`src/rtl/mmio_uart_tx_pkg.sv`:
```
// Shared definitions for the memory-mapped UART transmitter:
// FSM state encoding, register offsets and STATUS bit positions.
package mmio_uart_tx_pkg;

  typedef enum logic [1:0] {
    IDLE  = 2'd0,
    START = 2'd1,
    DATA  = 2'd2,
    STOP  = 2'd3
  } state_t;

  localparam logic [31:0] TXDATA_OFS = 32'h0000_0000;
  localparam logic [31:0] STATUS_OFS = 32'h0000_0004;

  localparam int unsigned ST_BUSY  = 0;
  localparam int unsigned ST_FULL  = 1;
  localparam int unsigned ST_EMPTY = 2;
  localparam int unsigned ST_OVF   = 3;

endpackage

```
`src/rtl/sync_fifo.sv`:
```
// Single-clock FIFO; power-of-two depth, occupancy counter drives registered full/empty.
// The head entry is presented combinationally on head_c.
module sync_fifo #(
  parameter int unsigned WIDTH = 8,
  parameter int unsigned DEPTH = 8
) (
  input  logic             clk,
  input  logic             reset,
  input  logic             push,
  input  logic [WIDTH-1:0] wdata,
  input  logic             pop,
  output logic [WIDTH-1:0] head_c,
  output logic             full,
  output logic             empty
);

  localparam int unsigned AW = (DEPTH > 1) ? $clog2(DEPTH) : 1;
  localparam int unsigned CW = AW + 1;

  logic [WIDTH-1:0] mem [DEPTH];
  logic [AW-1:0]    wr_ptr;
  logic [AW-1:0]    rd_ptr;
  logic [CW-1:0]    count;
  logic [CW-1:0]    count_d;
  logic             do_push_c;
  logic             do_pop_c;

  // Full/empty are pre-edge flags, so a push while full is dropped even with a concurrent pop.
  assign do_push_c = push && !full;
  assign do_pop_c  = pop && !empty;

  always_comb begin
    count_d = count;
    if (do_push_c && !do_pop_c) begin
      count_d = count + CW'(1);
    end else if (!do_push_c && do_pop_c) begin
      count_d = count - CW'(1);
    end
  end

  always_ff @(posedge clk or negedge reset) begin
    if (!reset) begin
      wr_ptr <= '0;
      rd_ptr <= '0;
      count  <= '0;
      full   <= 1'b0;
      empty  <= 1'b1;
    end else begin
      if (do_push_c) wr_ptr <= wr_ptr + AW'(1);
      if (do_pop_c)  rd_ptr <= rd_ptr + AW'(1);
      count <= count_d;
      full  <= (count_d == CW'(DEPTH));
      empty <= (count_d == CW'(0));
    end
  end

  always_ff @(posedge clk) begin
    if (do_push_c) mem[wr_ptr] <= wdata;
  end

  assign head_c = mem[rd_ptr];

endmodule

```
`src/rtl/mmio_uart_tx.sv`:
```
// Memory-mapped 8N1 UART transmitter: TXDATA pushes into a FIFO, STATUS reports
// busy/full/empty/overflow, and a four-state FSM serialises bytes back to back.
module mmio_uart_tx
  import mmio_uart_tx_pkg::*;
#(
  parameter int unsigned CLKS_PER_BIT = 16,
  parameter int unsigned FIFO_DEPTH   = 8,
  parameter logic [31:0] BASE_ADDR    = 32'h8000_0000
) (
  input  logic        clk,
  input  logic        reset,
  input  logic        we,
  input  logic [31:0] a,
  input  logic [31:0] wd,
  output logic [31:0] rd,
  output logic        sel,
  output logic        tx
);

  localparam int unsigned CNT_W = (CLKS_PER_BIT > 1) ? $clog2(CLKS_PER_BIT) : 1;
  localparam logic [CNT_W-1:0] CNT_LAST = CNT_W'(CLKS_PER_BIT - 1);
  localparam logic [31:0] TXDATA_ADDR = BASE_ADDR + TXDATA_OFS;
  localparam logic [31:0] STATUS_ADDR = BASE_ADDR + STATUS_OFS;

  state_t           state;
  state_t           state_d;
  logic [CNT_W-1:0] cnt;
  logic [CNT_W-1:0] cnt_d;
  logic [2:0]       bit_idx;
  logic [2:0]       bit_idx_d;
  logic [7:0]       shreg;
  logic [7:0]       shreg_d;
  logic             tx_d;
  logic             overflow;

  logic             hit_tx_c;
  logic             hit_st_c;
  logic             push_c;
  logic             clr_c;
  logic             pop_c;
  logic             bit_end_c;
  logic [7:0]       head_c;
  logic             fifo_full;
  logic             fifo_empty;
  logic             unused_wd;

  assign hit_tx_c  = (a == TXDATA_ADDR);
  assign hit_st_c  = (a == STATUS_ADDR);
  assign sel       = hit_tx_c || hit_st_c;
  assign push_c    = we && hit_tx_c;
  assign clr_c     = we && hit_st_c && wd[ST_OVF];
  assign bit_end_c = (cnt == CNT_LAST);
  assign unused_wd = ^wd[31:8];

  sync_fifo #(
    .WIDTH (8),
    .DEPTH (FIFO_DEPTH)
  ) u_fifo (
    .clk    (clk),
    .reset  (reset),
    .push   (push_c),
    .wdata  (wd[7:0]),
    .pop    (pop_c),
    .head_c (head_c),
    .full   (fifo_full),
    .empty  (fifo_empty)
  );

  // STATUS read mux; every other address reads zero.
  always_comb begin
    rd = '0;
    if (hit_st_c) begin
      rd[ST_BUSY]  = (state != IDLE);
      rd[ST_FULL]  = fifo_full;
      rd[ST_EMPTY] = fifo_empty;
      rd[ST_OVF]   = overflow;
    end
  end

  // Next-state logic; the baud counter restarts at every state change so each bit is whole.
  always_comb begin
    state_d   = state;
    cnt_d     = cnt + CNT_W'(1);
    bit_idx_d = bit_idx;
    shreg_d   = shreg;
    tx_d      = tx;
    pop_c     = 1'b0;
    case (state)
      IDLE: begin
        cnt_d = '0;
        tx_d  = 1'b1;
        if (!fifo_empty) begin
          pop_c   = 1'b1;
          shreg_d = head_c;
          tx_d    = 1'b0;
          state_d = START;
        end
      end
      START: begin
        if (bit_end_c) begin
          cnt_d     = '0;
          bit_idx_d = 3'd0;
          tx_d      = shreg[0];
          state_d   = DATA;
        end
      end
      DATA: begin
        if (bit_end_c) begin
          cnt_d = '0;
          if (bit_idx == 3'd7) begin
            tx_d    = 1'b1;
            state_d = STOP;
          end else begin
            bit_idx_d = bit_idx + 3'd1;
            shreg_d   = {1'b0, shreg[7:1]};
            tx_d      = shreg[1];
          end
        end
      end
      STOP: begin
        if (bit_end_c) begin
          cnt_d = '0;
          if (!fifo_empty) begin
            pop_c   = 1'b1;
            shreg_d = head_c;
            tx_d    = 1'b0;
            state_d = START;
          end else begin
            state_d = IDLE;
          end
        end
      end
      default: begin
        state_d = IDLE;
        tx_d    = 1'b1;
      end
    endcase
  end

  always_ff @(posedge clk or negedge reset) begin
    if (!reset) begin
      state   <= IDLE;
      cnt     <= '0;
      bit_idx <= 3'd0;
      shreg   <= 8'd0;
      tx      <= 1'b1;
    end else begin
      state   <= state_d;
      cnt     <= cnt_d;
      bit_idx <= bit_idx_d;
      shreg   <= shreg_d;
      tx      <= tx_d;
    end
  end

  // Sticky overflow: set by a push that finds the FIFO full, cleared only by software.
  always_ff @(posedge clk or negedge reset) begin
    if (!reset) begin
      overflow <= 1'b0;
    end else if (push_c && fifo_full) begin
      overflow <= 1'b1;
    end else if (clr_c) begin
      overflow <= 1'b0;
    end
  end

endmodule

```
`config.mk`:
```
export PLATFORM = sky130hd
export DESIGN_NAME = mmio_uart_tx
export DESIGN_NICKNAME = d
export VERILOG_FILES = /design/src/rtl/mmio_uart_tx_pkg.sv /design/src/rtl/sync_fifo.sv /design/src/rtl/mmio_uart_tx.sv
export SDC_FILE = /design/constraint.sdc
export NUM_CORES = 1
export LEC_CHECK = 0
export CORE_MARGIN = 3
export CORE_UTILIZATION = 31
export DETAILED_ROUTE_END_ITERATION = 10
export PLACE_DENSITY = 0.65
export SETUP_SLACK_MARGIN = 0.2
export SLEW_MARGIN = 20
export SYNTH_ARGS = -nofsm -noshare
export SYNTH_HDL_FRONTEND = slang
export SYNTH_SLANG_ARGS = --single-unit
export TNS_END_PERCENT = 100
```
`constraint.sdc`:
```
create_clock -name clk -period 3.51 [get_ports clk]
set_clock_uncertainty 0.1 [all_clocks]
set_input_delay 0.702 -clock clk [delete_from_list [all_inputs] [get_ports clk]]
set_output_delay 0.702 -clock clk [all_outputs]
set_load 0.1 [all_outputs]
```
== Yosys cells after proc, flatten, opt, wreduce, memory -nomap -nowiden ==
Memories as Yosys holds them, arrays and structs flattened.
Cells that the tools add are included.
Word-level totals
  flip-flop bits (word level): 31
  RAM bits: 64
  bits of input ports: 67
  output and inout port bits: 34
  logic and storage cells: 92
  memories: 1
Operators by class
  add/sub/neg operators: 6
  eq/ne operators: 15
  multiplexer cells: 35
  reductions and logical operators: 24
Memory list
  u_fifo.mem: depth 8, bits a word 8, rd ports 1, clocked after memory_dff 0, write ports 1, RTL line sync_fifo.sv:20  | logic [WIDTH-1:0] mem [DEPTH];
Operators with widths (number)
  == test 32 bit (second input constant): 2
  two-way mux 8 bit: 4
  one-hot mux 8 bit (3 select lines): 1
  two-way mux 4 bit: 4
  inequality test 2 bit (second input constant): 7
  two-way mux 1 bit: 13
  AND reduction 4 bit: 3
  two-way mux 2 bit: 5
  adder 3 x 1 -> 3 bit (second input constant): 3
  two-way mux 3 bit: 3
  adder 4 x 1 -> 4 bit (second input constant): 2
  == test 4 bit (second input constant): 2
  logical AND 1 bit: 8
  one-hot mux 2 bit (4 select lines): 1
  one-hot mux 4 bit (2 select lines): 1
  one-hot mux 3 bit (2 select lines): 1
  nonzero test 2 bit: 3
  AND reduction 5 bit: 1
  == test 2 bit (second input constant): 2
  logical NOT 1 bit: 4
  logical NOT 4 bit: 1
  one-hot mux 1 bit (4 select lines): 1
  subtractor 4 x 1 -> 4 bit (second input constant): 1
  == test 3 bit (second input constant): 1
  6 further kinds: 6

== Logic depth before layout (Yosys ltp) ==
Gate-level depths: netlist of the first run.
  depth after elaboration: 8
  gate-level depth with buffers: 9
  depth with buffers taken out: 8

== Modules after synthesis ==
Synthesis of the first run repeated with hierarchy kept, for this count alone.
Unflattened totals
  cell total of the unflattened synthesis: 309
  area, all modules: 4498.1 µm²
By module, submodules not included
  sync_fifo: times used 1, cells an instance 171, area each 3103.0 µm², sequential area each 2223.4 µm²
  mmio_uart_tx: times used 1, cells an instance 138, area each 1395.1 µm², sequential area each 476.7 µm²

== Worst setup path before layout of the first run ==
No wires, ideal clock.
  path kind: in2out
  start: input a[30]
  end: output rd[0]
  arrival: 4064 ps
  data required time: 2708 ps
  slack: -1356 ps
  stages on the path: 5
  path buffers: 0
  cells stage by stage: nor4b_1 nand4_1 nor2_1 nand2_1 nor2_1
Between the ends
  longest elaborated chain between the ends: 2
RTL lines
  start: declaration: RTL line mmio_uart_tx.sv:13  | input logic [31:0] a,
  == test 32 bit: RTL line mmio_uart_tx.sv:48  | assign hit_st_c = (a == STATUS_ADDR);
  two-way mux 4 bit: RTL line mmio_uart_tx.sv:72  | if (hit_st_c) begin
  end: declaration: RTL line mmio_uart_tx.sv:15  | output logic [31:0] rd,
No other way between the ends.

== Worst setup path in the final report of the first run ==
  start: input a[27]
  end: output rd[0]
Same word-level chain as after synthesis.

==> results.yml, run 1 <==
logic_synthesis:
  ys_types: 47
  synth_top_family_by_area: "multiplexers"
  yosysTopAreaCell: "edfxtp_1"
  syn_avg_cell_area_sq_um: 13.98
  synth_cells: 318
  ys_warn_count: 0
  synth-compound-area-share_pct: 6.896
  synth_fa_ha_area_share_pct: 3.659
  muxShareOfSynthArea_pct: 10.61
  syn-cell-area_sq_um: 4446
  yosys_register_bits: 95
  synth.area.top_cells: "edfxtp_1 43%, dfrtp_1 16%, mux4_2 8.1%, buf_4 5.1%, ha_1 3.7%"
  synth.top_cell.area_share_pct: 43.23
  seq_area_frac_synth_pct: 60.74
  synth_xor_area_share_pct: 1.576
  synth_edf_count: 64
  synth-simple-area-share_pct: 9.766
  synthFlopType: "edfxtp_1"
  yosysMostFrequentCell: "edfxtp_1"
  async_flop_share_pct: 32.63
  synth_commonest_cells: "64 x edfxtp_1, 30 x buf_4, 29 x dfrtp_1, 28 x nand2_1"
clock_network:
  tritoncts: "done"
  cts_num_sinks: 95
  cts.path.max_buffers: 2
  cts_made_buffers: 9
  clk_latency_ns: 0.34
  holdBufCountCts: 0
  h-tree-depth: 3
  clk_pin_slew_ns: 0.07
  root_buffer: "clkbuf_16"
timing:
  hold_viol_final: 0
  worst_pin_slew_ns: 0.8169
  fin_crit_ns: 3.119
  drv_slew: 0
  holdWs_ns: 0.3826
  rsz0062_at_grt: "false"
  setup_viol: 0
  clock.fmax_mhz: 320.7
  timing.final.ws_setup_ns: 0.3914
  post-route-period-util_pct: 88.85
  slew_headroom_pct: 45.54
placement:
  dpl-instance-area_sq_um: 5142
  gp_congestion: 0.7891
  dp_hpwl_um: 5755
  post-place-ws_ns: 0.3084
  portBuffers: 48
floorplan:
  rows: 43
  coreArea_sq_um: 13930
  die-area_sq_um: 15810
  dieHeight_um: 125.8
  initial_core_util_pct: 31.90
  boundaryPins: 101
  die_w_um: 125.8
worst_setup_path:
  r2r_slack_ns: 1.23
  worstPathCellList: "clkdlybuf4s50_1 > nor4_1 > nand4_1 > nor2_4 > nand2_1 > nor2_2 > buf_12"
  slowest_stage: "clkdlybuf4s50_1"
  cp_max_fo: 7
  critPathRequiredTime_ns: 2.71
  slowest_delay_ns: 0.41
  cp-start-kind: "input pin"
  critPathArrivalTime_ns: 2.32
  endpoint_kind: "output port"
  critPathKind: "input pin to output port"
layout:
  antennaDiodeCount: 0
  final_util_pct: 39.21
  fin_nets: 457
  stdcell_area_sq_um: 5464
  drive_gt1_share_pct: 18.59
  syn_to_final_growth_pct: 22.91
power_and_ir_drop:
  pwr-share-comb_pct: 8.4
  leakage_nw: 2.002
  irDropWorstVdd_v: 0.0002418
  clkPwrFrac_pct: 40.8
  p_sw_share_pct: 25.89
  fin_total_pwr_mw: 2.353
  seqPwrFrac_pct: 50.8
  p_int_mw: 1.744
  power_density_nw_per_um2: 430.7
  p_switching_mw: 0.6093
global_routing:
  grt_use_total_pct: 10.92
  grt_pass1_vias: 2662
  gr-total-overflow: 0
  antenna_found_initial: 0
  grt_pass1_wl_um: 13740
  grt_max_degree: 32
detailed_routing:
  num_vias: 2643
  firstDrtPassIters: 4
  wl_per_cell_um: 14.84
  drt_iter0_drc: 106
  drt_wl_total_um: 8340
  vias_per_cell: 4.703
  drc_errors: 0
  postRouteAntennaNets: 0
worst_hold_path:
  hp-class: "register to register"
run:
  maxCapViolations: 0
status:
  status: "finished, final reports clean"
-- per-stage QoR --
stage | std cells | setup TNS, ns
after floorplan | 345 | -0.1132
after global placement | 544 | 0
after detailed placement | 544 | 0
final | 562 | 0
after CTS | 560 | 0
after global routing | 562 | 0
-- cells in the final DEF, fill, tap and decap left out, types with 10 or more instances in the layout --
| cell type | instances |
|---|---|
| ha_1 | 13 |
| nor2_1 | 13 |
| mux4_2 | 16 |
| edfxtp_1 | 64 |
| o21ai_0 | 10 |
| clkdlybuf4s50_1 | 42 |
| buf_4 | 14 |
| dfrtp_1 | 29 |
| conb_1 | 28 |
| nand2_1 | 28 |
| mux2i_1 | 10 |
-- kinds of logic after synthesis --
group | after synthesis
compound gates | 44
simple gates | 84
buf+inv | 46
mux | 27
xor+xnor | 8
fa+ha+maj | 13
other cells | 1
flops | 95
-- registers in the layout (all words and copies together), names as in the netlist --
name           count
bit_idx            3
cnt                4
overflow           1
shreg              8
state              2
tx                 1
u_fifo.count       4
u_fifo.empty       1
u_fifo.full        1
u_fifo.mem        64
u_fifo.rd_ptr      3
u_fifo.wr_ptr      3
-- power groups by stage --
| stage | logic [mW] | clock network [mW] | registers [mW] |
|---|---|---|---|
| final | 0.197 | 0.960 | 1.20 |
| after detailed placement | 0.196 | 0 | 1.22 |
| after global routing | 0.205 | 1.03 | 1.20 |
| after floorplan | 0.156 | 0 | 1.22 |
| after CTS | 0.197 | 0.977 | 1.20 |
| after global placement | 0.194 | 0 | 1.22 |
-- worst max-delay path, delay by kind of cell --
family	cells	cell delay, ns
simple gates	5	1.01
buf+inv	2	0.60
-- final cells by class --
type,instances,area (sq um)
fillers,1309,8471
clock inverters,7,75.07
clock buffers,9,225.2
repair buffers,61,625.6
inverters,6,22.52
well taps,180,225.2
multi-input cells,204,1590
flip-flops and latches,95,2700
-- final timing paths --
path / cells past startpoint / start / endpoint
setup / recovery: 7 / a[27] / rd[0]
hold / removal: 2 / shreg[4] / shreg[4]
setup reg to reg: 7 / state[0] / u_fifo.full
hold reg to reg: 2 / shreg[4] / shreg[4]
max in group asynchronous: 2 / reset / tx
min in group asynchronous: 2 / reset / overflow
-- repair_timing --
action / CTS / global route
buffers inserted: 0 / 2
endpoints found under the setup margin: 0 / 2
resized for setup: 0 / 1
-- metal layers --
layer  share of wire [%]  vias up  global-route usage (%)
met1                  45     1308                   14.48
li1                    -     1265                       -
met3                 3.5       11                   2.290
met2                  50       59                   18.19
met4                 1.2        0                   3.218
met5                   0        -                       0
(Power assumes the default switching activity.)
==> run 2: changes to the inputs <==
Settings changed: PLACE_DENSITY 0.65 to 0.62.
==> run 2 against run 1 <==
  * Cell area increased by 0.16%
  * Register-to-register slack worse by 0.08 ns
  * Power increased by 0.80%
  * Core utilization increased by 0.063 points
  * Maximum frequency about the same
  * Largest cell class unchanged
  * Largest power group unchanged
  * Highest routed layer unchanged
==> results.yml, run 2 (same netlist as run 1, synthesis figures left out) <==
timing:
  rsz0062_at_grt: "false"
  clock.fmax_mhz: 320.5
  drv_slew: 0
  setup-tns-final_ns: 0
  slew_headroom_pct: 42.80
  fin_crit_ns: 3.120
  setup_viol: 0
  hold_viol_final: 0
  timing.final.ws_setup_ns: 0.3899
  worst_pin_slew_ns: 0.8580
  holdWs_ns: 0.3748
  post-route-period-util_pct: 88.89
layout:
  stdcell_area_sq_um: 5473
  drive_gt1_share_pct: 18.54
  fin_nets: 458
  syn_to_final_growth_pct: 23.11
  mostFrequentLayoutCells: "64 x edfxtp_1, 42 x clkdlybuf4s50_1, 29 x dfrtp_1"
  antennaDiodeCount: 0
  layoutNonFillerInstCount: 563
  final_common_cell: "edfxtp_1"
  top_register: "u_fifo.mem"
  largestRegisters: "u_fifo.mem x64, shreg x8"
  largest_reg_flops: 64
  final_util_pct: 39.27
  fillers: 1294
floorplan:
  rows: 43
  coreArea_sq_um: 13930
  die-area_sq_um: 15810
  initial_core_util_pct: 31.90
  dieHeight_um: 125.8
  die_w_um: 125.8
  boundaryPins: 101
clock_network:
  cts_made_buffers: 9
  h-tree-depth: 3
  root_buffer: "clkbuf_16"
  cts_resized: 0
  cts.path.max_buffers: 2
  clk_pin_slew_ns: 0.07
  tritoncts: "done"
  cts_num_sinks: 95
  clk_latency_ns: 0.35
power_and_ir_drop:
  power_density_nw_per_um2: 433.4
  fin_total_pwr_mw: 2.372
  leakage_nw: 2.010
  irDropWorstVdd_v: 0.0002925
detailed_routing:
  num_vias: 2634
  drt_wl_total_um: 8553
  drt_iter0_drc: 97
  drc_errors: 0
  firstDrtPassIters: 4
  postRouteAntennaNets: 0
  wl_per_cell_um: 15.19
  vias_per_cell: 4.679
status:
  status: "finished, final reports clean"
global_routing:
  grt_max_degree: 32
  grt_pass1_wl_um: 13980
  grt_use_total_pct: 11.34
  gr-total-overflow: 0
  antenna_found_initial: 0
  grt_pass1_vias: 2634
placement:
  gp_congestion: 0.7245
  dp.cells: 544
  portBuffers: 48
  dpl-instance-area_sq_um: 5142
  post-place-ws_ns: 0.3020
  dp_hpwl_um: 5761
worst_setup_path:
  critPathRequiredTime_ns: 2.71
  cp_max_fo: 6
  cp-start-kind: "input pin"
  critPathKind: "input pin to output port"
  critPathArrivalTime_ns: 2.32
  slowest_delay_ns: 0.39
  endpoint_kind: "output port"
  path_buf_inv: 2
  slowest_stage: "clkdlybuf4s50_1"
  path_delay_family: "simple AND/OR/NAND/NOR gates"
  worstPathCellList: "clkdlybuf4s50_1 > nor4_1 > nand4_1 > nor2_4 > nand2_1 > nor2_2 > buf_12"
run:
  maxCapViolations: 0
worst_hold_path:
  hp-class: "register to register"
==> run 2: what timing repair did <==
action	in CTS	in global routing
setup endpoints to repair	0	2
hold endpoints to repair	0	0
setup buffers	0	3
hold buffers	0	0
==> run 2: power breakdown <==
| group | internal, mW | total, mW | switching, mW |
|---|---|---|---|
| Combinational | 0.0432 | 0.196 | 0.153 |
| Clock | 0.510 | 0.979 | 0.470 |
| Sequential | 1.20 | 1.20 | 0.00000000103 |
| Total | 1.75 | 2.37 | 0.623 |
==> run 2: final timing paths <==
check | startpoint | to | slack (ns) | depth (start not counted)
max in group asynchronous | reset | tx | 2.32 | 2
hold / removal | u_fifo.rd_ptr[0] | u_fifo.rd_ptr[0] | 0.37 | 1
setup reg to reg | state[0] | u_fifo.full | 1.15 | 7
hold reg to reg | u_fifo.rd_ptr[0] | u_fifo.rd_ptr[0] | 0.37 | 1
min in group asynchronous | reset | u_fifo.wr_ptr[0] | 0.65 | 2
setup / recovery | a[22] | rd[0] | 0.39 | 7
==> run 2: area by class of cell <==
cell class	count	area [sq um]	area share, %
inverter	6	22.52	0.4115
sequential	95	2700	49.34
clock buffer	9	225.2	4.115
tap	180	225.2	4.115
timing repair buffer	62	633.1	11.57
clock inverter	7	82.58	1.509
multi-input combinational	204	1584	28.94
==> run 2: layer usage <==
| metal | global-route usage, % | wire [um] | vias up |
|---|---|---|---|
| li1 | - | - | 1265 |
| met1 | 14.43 | 3803 | 1297 |
| met2 | 18.94 | 4295 | 58 |
| met3 | 2.163 | 295 | 14 |
| met4 | 4.921 | 159 | 0 |
| met5 | 0 | 0 | - |
==> run 3: changes to the inputs <==
Settings changed: CORE_ASPECT_RATIO from default to 1.4.
==> run 3 against run 2 <==
  * Setup slack worse by 0.0076 ns
  * Cell count rose by 0.53%
  * Die area increased by 0.13%
  * Maximum frequency shrank 0.24%
  * Sequential power about the same
  * Via count is 1.8% higher
  * Critical path depth is the same
  * Global-route usage about the same
  * Sequential share of layout area hardly changed
  * First-iteration DRC count is 74% higher
  * Cell area barely moved
  * Non-clock buffer count decreased by 2
  * Critical endpoint is now rd[3]
  * Largest power group unchanged
  * Highest routed layer unchanged
==> results.yml, run 3 (same netlist as run 1, synthesis figures left out) <==
clock_network:
  cts_resized: 0
  clk_latency_ns: 0.34
  cts_made_buffers: 9
  h-tree-depth: 3
  cts_setup_buffers: 0
  cts.path.max_buffers: 2
  root_buffer: "clkbuf_16"
  tritoncts: "done"
  cts_num_sinks: 95
  holdBufCountCts: 0
  clk_pin_slew_ns: 0.07
detailed_routing:
  wl_per_cell_um: 15.05
  firstDrtPassIters: 4
  drt_iter0_drc: 169
  drc_errors: 0
  num_vias: 2682
  vias_per_cell: 4.739
  drt_wl_total_um: 8516
  postRouteAntennaNets: 0
placement:
  gp_congestion: 0.7366
  dp_hpwl_um: 5847
  portBuffers: 48
  dp.cells: 549
global_routing:
  grt_pass1_vias: 2738
  antenna_found_initial: 0
  grt_max_degree: 32
  grt_pass1_wl_um: 13760
  gr-total-overflow: 0
  grt_use_total_pct: 11.30
layout:
  fillers: 1310
  fin_nets: 456
  antennaDiodeCount: 0
  mostFrequentLayoutCells: "64 x edfxtp_1, 42 x clkdlybuf4s50_1, 29 x dfrtp_1"
  drive_gt1_share_pct: 18.11
  syn_to_final_growth_pct: 22.99
  layoutNonFillerInstCount: 566
  top_register: "u_fifo.mem"
  final_common_cell: "edfxtp_1"
  largest_reg_flops: 64
  largestRegisters: "u_fifo.mem x64, shreg x8"
floorplan:
  die-area_sq_um: 15830
  dieHeight_um: 147.7
  coreArea_sq_um: 13970
  rows: 51
  initial_core_util_pct: 31.81
  die_w_um: 107.2
  boundaryPins: 101
timing:
  fin_crit_ns: 3.128
  drv_slew: 0
  worst_pin_slew_ns: 0.8220
  holdWs_ns: 0.3849
  clock.fmax_mhz: 319.7
  setup_viol: 0
  post-route-period-util_pct: 89.11
  slew_headroom_pct: 45.20
  rsz0062_at_grt: "false"
  hold_viol_final: 0
run:
  maxCapViolations: 0
worst_setup_path:
  path_delay_family: "simple AND/OR/NAND/NOR gates"
  slowest_stage: "clkdlybuf4s50_1"
  cp_max_fo: 5
  critPathArrivalTime_ns: 2.33
  path_buf_inv: 2
  critPathRequiredTime_ns: 2.71
  critPathKind: "input pin to output port"
  endpoint_kind: "output port"
  slowest_delay_ns: 0.40
  worstPathCellList: "clkdlybuf4s50_1 > nor4b_1 > nand4_1 > nor2_4 > nand2_1 > nor2_2 > buf_12"
  cp-start-kind: "input pin"
power_and_ir_drop:
  power_density_nw_per_um2: 440.6
  irDropWorstVdd_v: 0.0001942
  leakage_nw: 2.008
worst_hold_path:
  hp-class: "register to register"
status:
  status: "finished, final reports clean"
## run 3: cell types whose count changed in the layout (fill, tap and decap cells not counted), sizes merged
cell / change
buf: -2
clkinvlp: -1
inv: +1
clkinv: -1
bufinv: +1
## run 3: path summary, 6_finish.rpt
check	end	cells past startpoint	startpoint	slack, ns
min in group asynchronous	cnt[0]	2	reset	0.67
max in group asynchronous	u_fifo.empty	2	reset	2.31
min	shreg[4]	2	shreg[4]	0.38
max reg2reg	state[0]	6	state[0]	1.20
min reg2reg	shreg[4]	2	shreg[4]	0.38
max	rd[3]	7	a[30]	0.38
## run 3: routing by layer
layer | part of all wire (%) | vias up | track usage (%)
met1 | 40 | 1331 | 13.18
met3 | 5.3 | 12 | 2.490
met2 | 53 | 82 | 19.92
li1 | - | 1257 | -
met4 | 1.8 | 0 | 4.607
met5 | 0 | - | 0
## run 3: metrics by stage
step                instance area (sq um)  utilization [%]  TNS, ns  power (mW)  setup WS [ns]
floorplan                            4581                -  -0.1132       1.377       -0.05661
global placement                     5149            36.84        0       1.415         0.3418
detailed placement                   5149            36.84        0       1.418         0.2990
CTS                                  5460            39.07        0       2.432         0.2998
global route                         5468            39.13        0       2.482         0.2444
finish                               5468            39.13        0       2.409         0.3823
## run 3: worst register-to-register path, stage by stage (launching register included)
cell and delay [ns]:
dfrtp_1 0.45, inv_1 0.11, ha_1 0.49, o31ai_1 0.48, nand2_1 0.18, o31ai_1 0.27, o31ai_1 0.11
## run 3: cell type report
cell class	instances	area [sq um]	area share, %
clock buffers	9	225.2	4.119
inverters	6	22.52	0.4119
flip-flops and latches	95	2700	49.38
repair buffers	60	618.1	11.30
clock inverters	7	86.33	1.579
well taps	185	231.5	4.233
multi-input cells	204	1584	28.97
## run 3: where the power goes
part | total [mW] | switching (mW) | internal, mW | leakage (nW)
Clock | 1.02 | 0.445 | 0.571 | 0.156
Combinational | 0.196 | 0.153 | 0.0432 | 0.895
Sequential | 1.20 | 0.00000000108 | 1.20 | 0.956
==> RTL edit: new RTL, flow settings as in run 3 <==
Add an input register stage for `we`, `a` and `wd`, with the module's reset; this delays them by one clock.
--- a/src/rtl/mmio_uart_tx.sv
+++ b/src/rtl/mmio_uart_tx.sv
@@ -24,2 +24,18 @@
 
+  logic we_q;
+  logic [31:0] a_q;
+  logic [31:0] wd_q;
+
+  always_ff @(posedge clk or negedge reset) begin
+    if (!reset) begin
+      we_q <= '0;
+      a_q  <= '0;
+      wd_q <= '0;
+    end else begin
+      we_q <= we;
+      a_q  <= a;
+      wd_q <= wd;
+    end
+  end
+
   state_t           state;
@@ -46,9 +62,9 @@
 
-  assign hit_tx_c  = (a == TXDATA_ADDR);
-  assign hit_st_c  = (a == STATUS_ADDR);
+  assign hit_tx_c  = (a_q == TXDATA_ADDR);
+  assign hit_st_c  = (a_q == STATUS_ADDR);
   assign sel       = hit_tx_c || hit_st_c;
-  assign push_c    = we && hit_tx_c;
-  assign clr_c     = we && hit_st_c && wd[ST_OVF];
+  assign push_c    = we_q && hit_tx_c;
+  assign clr_c     = we_q && hit_st_c && wd_q[ST_OVF];
   assign bit_end_c = (cnt == CNT_LAST);
-  assign unused_wd = ^wd[31:8];
+  assign unused_wd = ^wd_q[31:8];
 
@@ -61,3 +77,3 @@
     .push   (push_c),
-    .wdata  (wd[7:0]),
+    .wdata  (wd_q[7:0]),
     .pop    (pop_c),
Check against the original RTL: not equivalent (Yosys sat finds a counterexample within 4 cycles, from zero or initial values and one cycle with reset low).
==> RTL edit against run 3 <==
  * Worst setup slack better by 270 ps
  * Register-to-register slack worse by 190 ps
  * Routed wire length is 17% higher
  * Utilization rose by 0.39 points
  * First-iteration DRC count fell by 8.9%
  * Power up 50%
  * Design area grew 23%
  * Sequential cell count is 41 higher
  * Synthesized area increased by 23%
  * Count of clock-buffer cells in the layout rose by 8
  * Critical endpoint unchanged
  * Largest power group unchanged
  * Highest routed layer unchanged
==> RTL edit: results (changes against run 3) <==
Routed WL 10.01 mm (was 8.516 mm); status finished, final reports clean (unchanged); CP peak stage delay 360 ps (was 400 ps); top flop regs u_fifo.mem: 64 flops, a_q: 32 flops (was u_fifo.mem: 64 flops, shreg: 8 flops); Synth async-reset ratio 0.5294 (was 0.3263); worst hold margin 317.9 ps (was 384.9 ps); worst min path class primary input to asynchronous set/reset pin (was flop to flop); Post-CTS Setup Bufs 0 (unchanged); vias in the first global route 3187 (was 2738); DR vias/cell 4.543 (was 4.739); first-pass GRT wire length 16.23 mm (was 13.76 mm); relative slew slack 0.3927 (was 0.4520); htree depth 4 (was 3); Root Driver clkbuf_16 (unchanged); CTS Buf Count 17 (was 9); RePlAce Congestion 0.7508 (was 0.7366); Starting DRT DRC Count 154 (was 169); Arr. time, crit path 2060 ps (was 2330 ps); total track usage 0.1086 (was 0.1130); area share of the largest cell type after synthesis 0.3512 (was 0.4323); R2R setup slack 1010 ps (was 1200 ps); yosys warns 0 (unchanged); HPWL Detailed 6.811 mm (was 5.847 mm); post-synthesis sequential area ratio 0.6810 (was 0.6074); Nets 503 (was 456); cts repair resizes 0 (unchanged); routed length on met3 347 um (was 448 um); Synth area leaders edfxtp_1 35%, dfrtp_1 32%, mux4_2 6.6%, buf_4 3.8%, ha_1 2.7% (was edfxtp_1 43%, dfrtp_1 16%, mux4_2 8.1%, buf_4 5.1%, ha_1 3.7%); routed wl met2 5.837 mm (was 4.489 mm); latest clock arrival within the worst-skew pair 410 ps (was 340 ps); Slowest-stage cell, CP dfrtp_1 (was clkdlybuf4s50_1); Routed met1 length 3.657 mm (was 3.426 mm); Clock Tree Buf Depth 2 (unchanged); static leakage 2.564 nW (was 2.008 nW); largest net degree at the start of global routing 73 (was 32); Top FF cell, synth dfrtp_1 (was edfxtp_1)
-- RTL edit: cell count changes after synthesis, moves of 3 or more --
cell      delta
o31ai_1      -3
nor2_1       -3
nor4_2       +3
clkbuf_1     +3
nor3_1       +3
dfrtp_1     +41
nor4_1       -3
o21ai_0      +5
-- RTL edit: cells by family (layout without fill, tap and decap cells) --
logic type,Yosys count,in the layout,share of synthesized area
compound gates,45,45,0.05260
xor+xnor,8,8,0.01418
fa+ha+maj,12,12,0.02744
buf+inv,45,94,0.05214
flops,136,136,0.6810
mux,26,26,0.08415
other cells,1,28,0.0006854
simple gates,88,88,0.08781
-- RTL edit: area by class of cell --
type	instances	area, um^2
clock inverter	15	148.9
sequential	136	3726
tap	232	290.3
fill	1578	10300
clock buffer	17	425.4
timing repair buffer	58	538.0
multi-input combinational	207	1584
inverter	4	15.01
-- RTL edit: worst reg2reg max path, delay by kind of cell, from the launching register on --
kind,cells,cell delay [ps]
AO/OA/AOI/OAI,3,870
adder cells (fa/ha/maj),1,460
buffers and inverters,1,110
flip-flops,1,450
AND/OR/NAND/NOR,2,390
-- RTL edit: power breakdown --
| group | total [W] | internal [W] | switching (W) |
|---|---|---|---|
| clock | 0.00170 | 0.000947 | 0.000752 |
| combinational | 0.000195 | 0.0000424 | 0.000153 |
| sequential | 0.00171 | 0.00169 | 0.0000170 |
-- RTL edit: final timing paths --
kind                                      start                   end  depth (start not counted)
setup / recovery              a_q[29]$_DFF_PN0_                 rd[3]                          5
hold / removal                            reset     a_q[26]$_DFF_PN0_                          1
setup reg to reg           state[0]$_DFFE_PN0P_  state[0]$_DFFE_PN0P_                          7
hold reg to reg            shreg[4]$_DFFE_PN0P_  shreg[4]$_DFFE_PN0P_                          2
max in group asynchronous                 reset     wd_q[2]$_DFF_PN0_                          1
min in group clk           shreg[4]$_DFFE_PN0P_  shreg[4]$_DFFE_PN0P_                          2
-- RTL edit: layer usage --
layer	global-route usage	vias up
li1	-	1414
met1	0.1103	1543
met2	0.2084	70
met3	0.02944	12
met4	0.04427	0
met5	0	-
-- RTL edit: metrics by stage --
| stage | setup slack, ps | total power (W) | std cells | instance area [um^2] |
|---|---|---|---|---|
| 6_report | 648.0 | 0.003605 | 669 | 6728 |
| 5_1_grt | 513.1 | 0.003728 | 669 | 6728 |
| 4_1_cts | 610.6 | 0.003651 | 669 | 6728 |
| 3_5_place_dp | 1001 | 0.001940 | 637 | 6153 |
| 3_3_place_gp | 1069 | 0.001935 | 637 | 6153 |
| 2_1_floorplan | 354.2 | 0.001895 | 388 | 5595 |
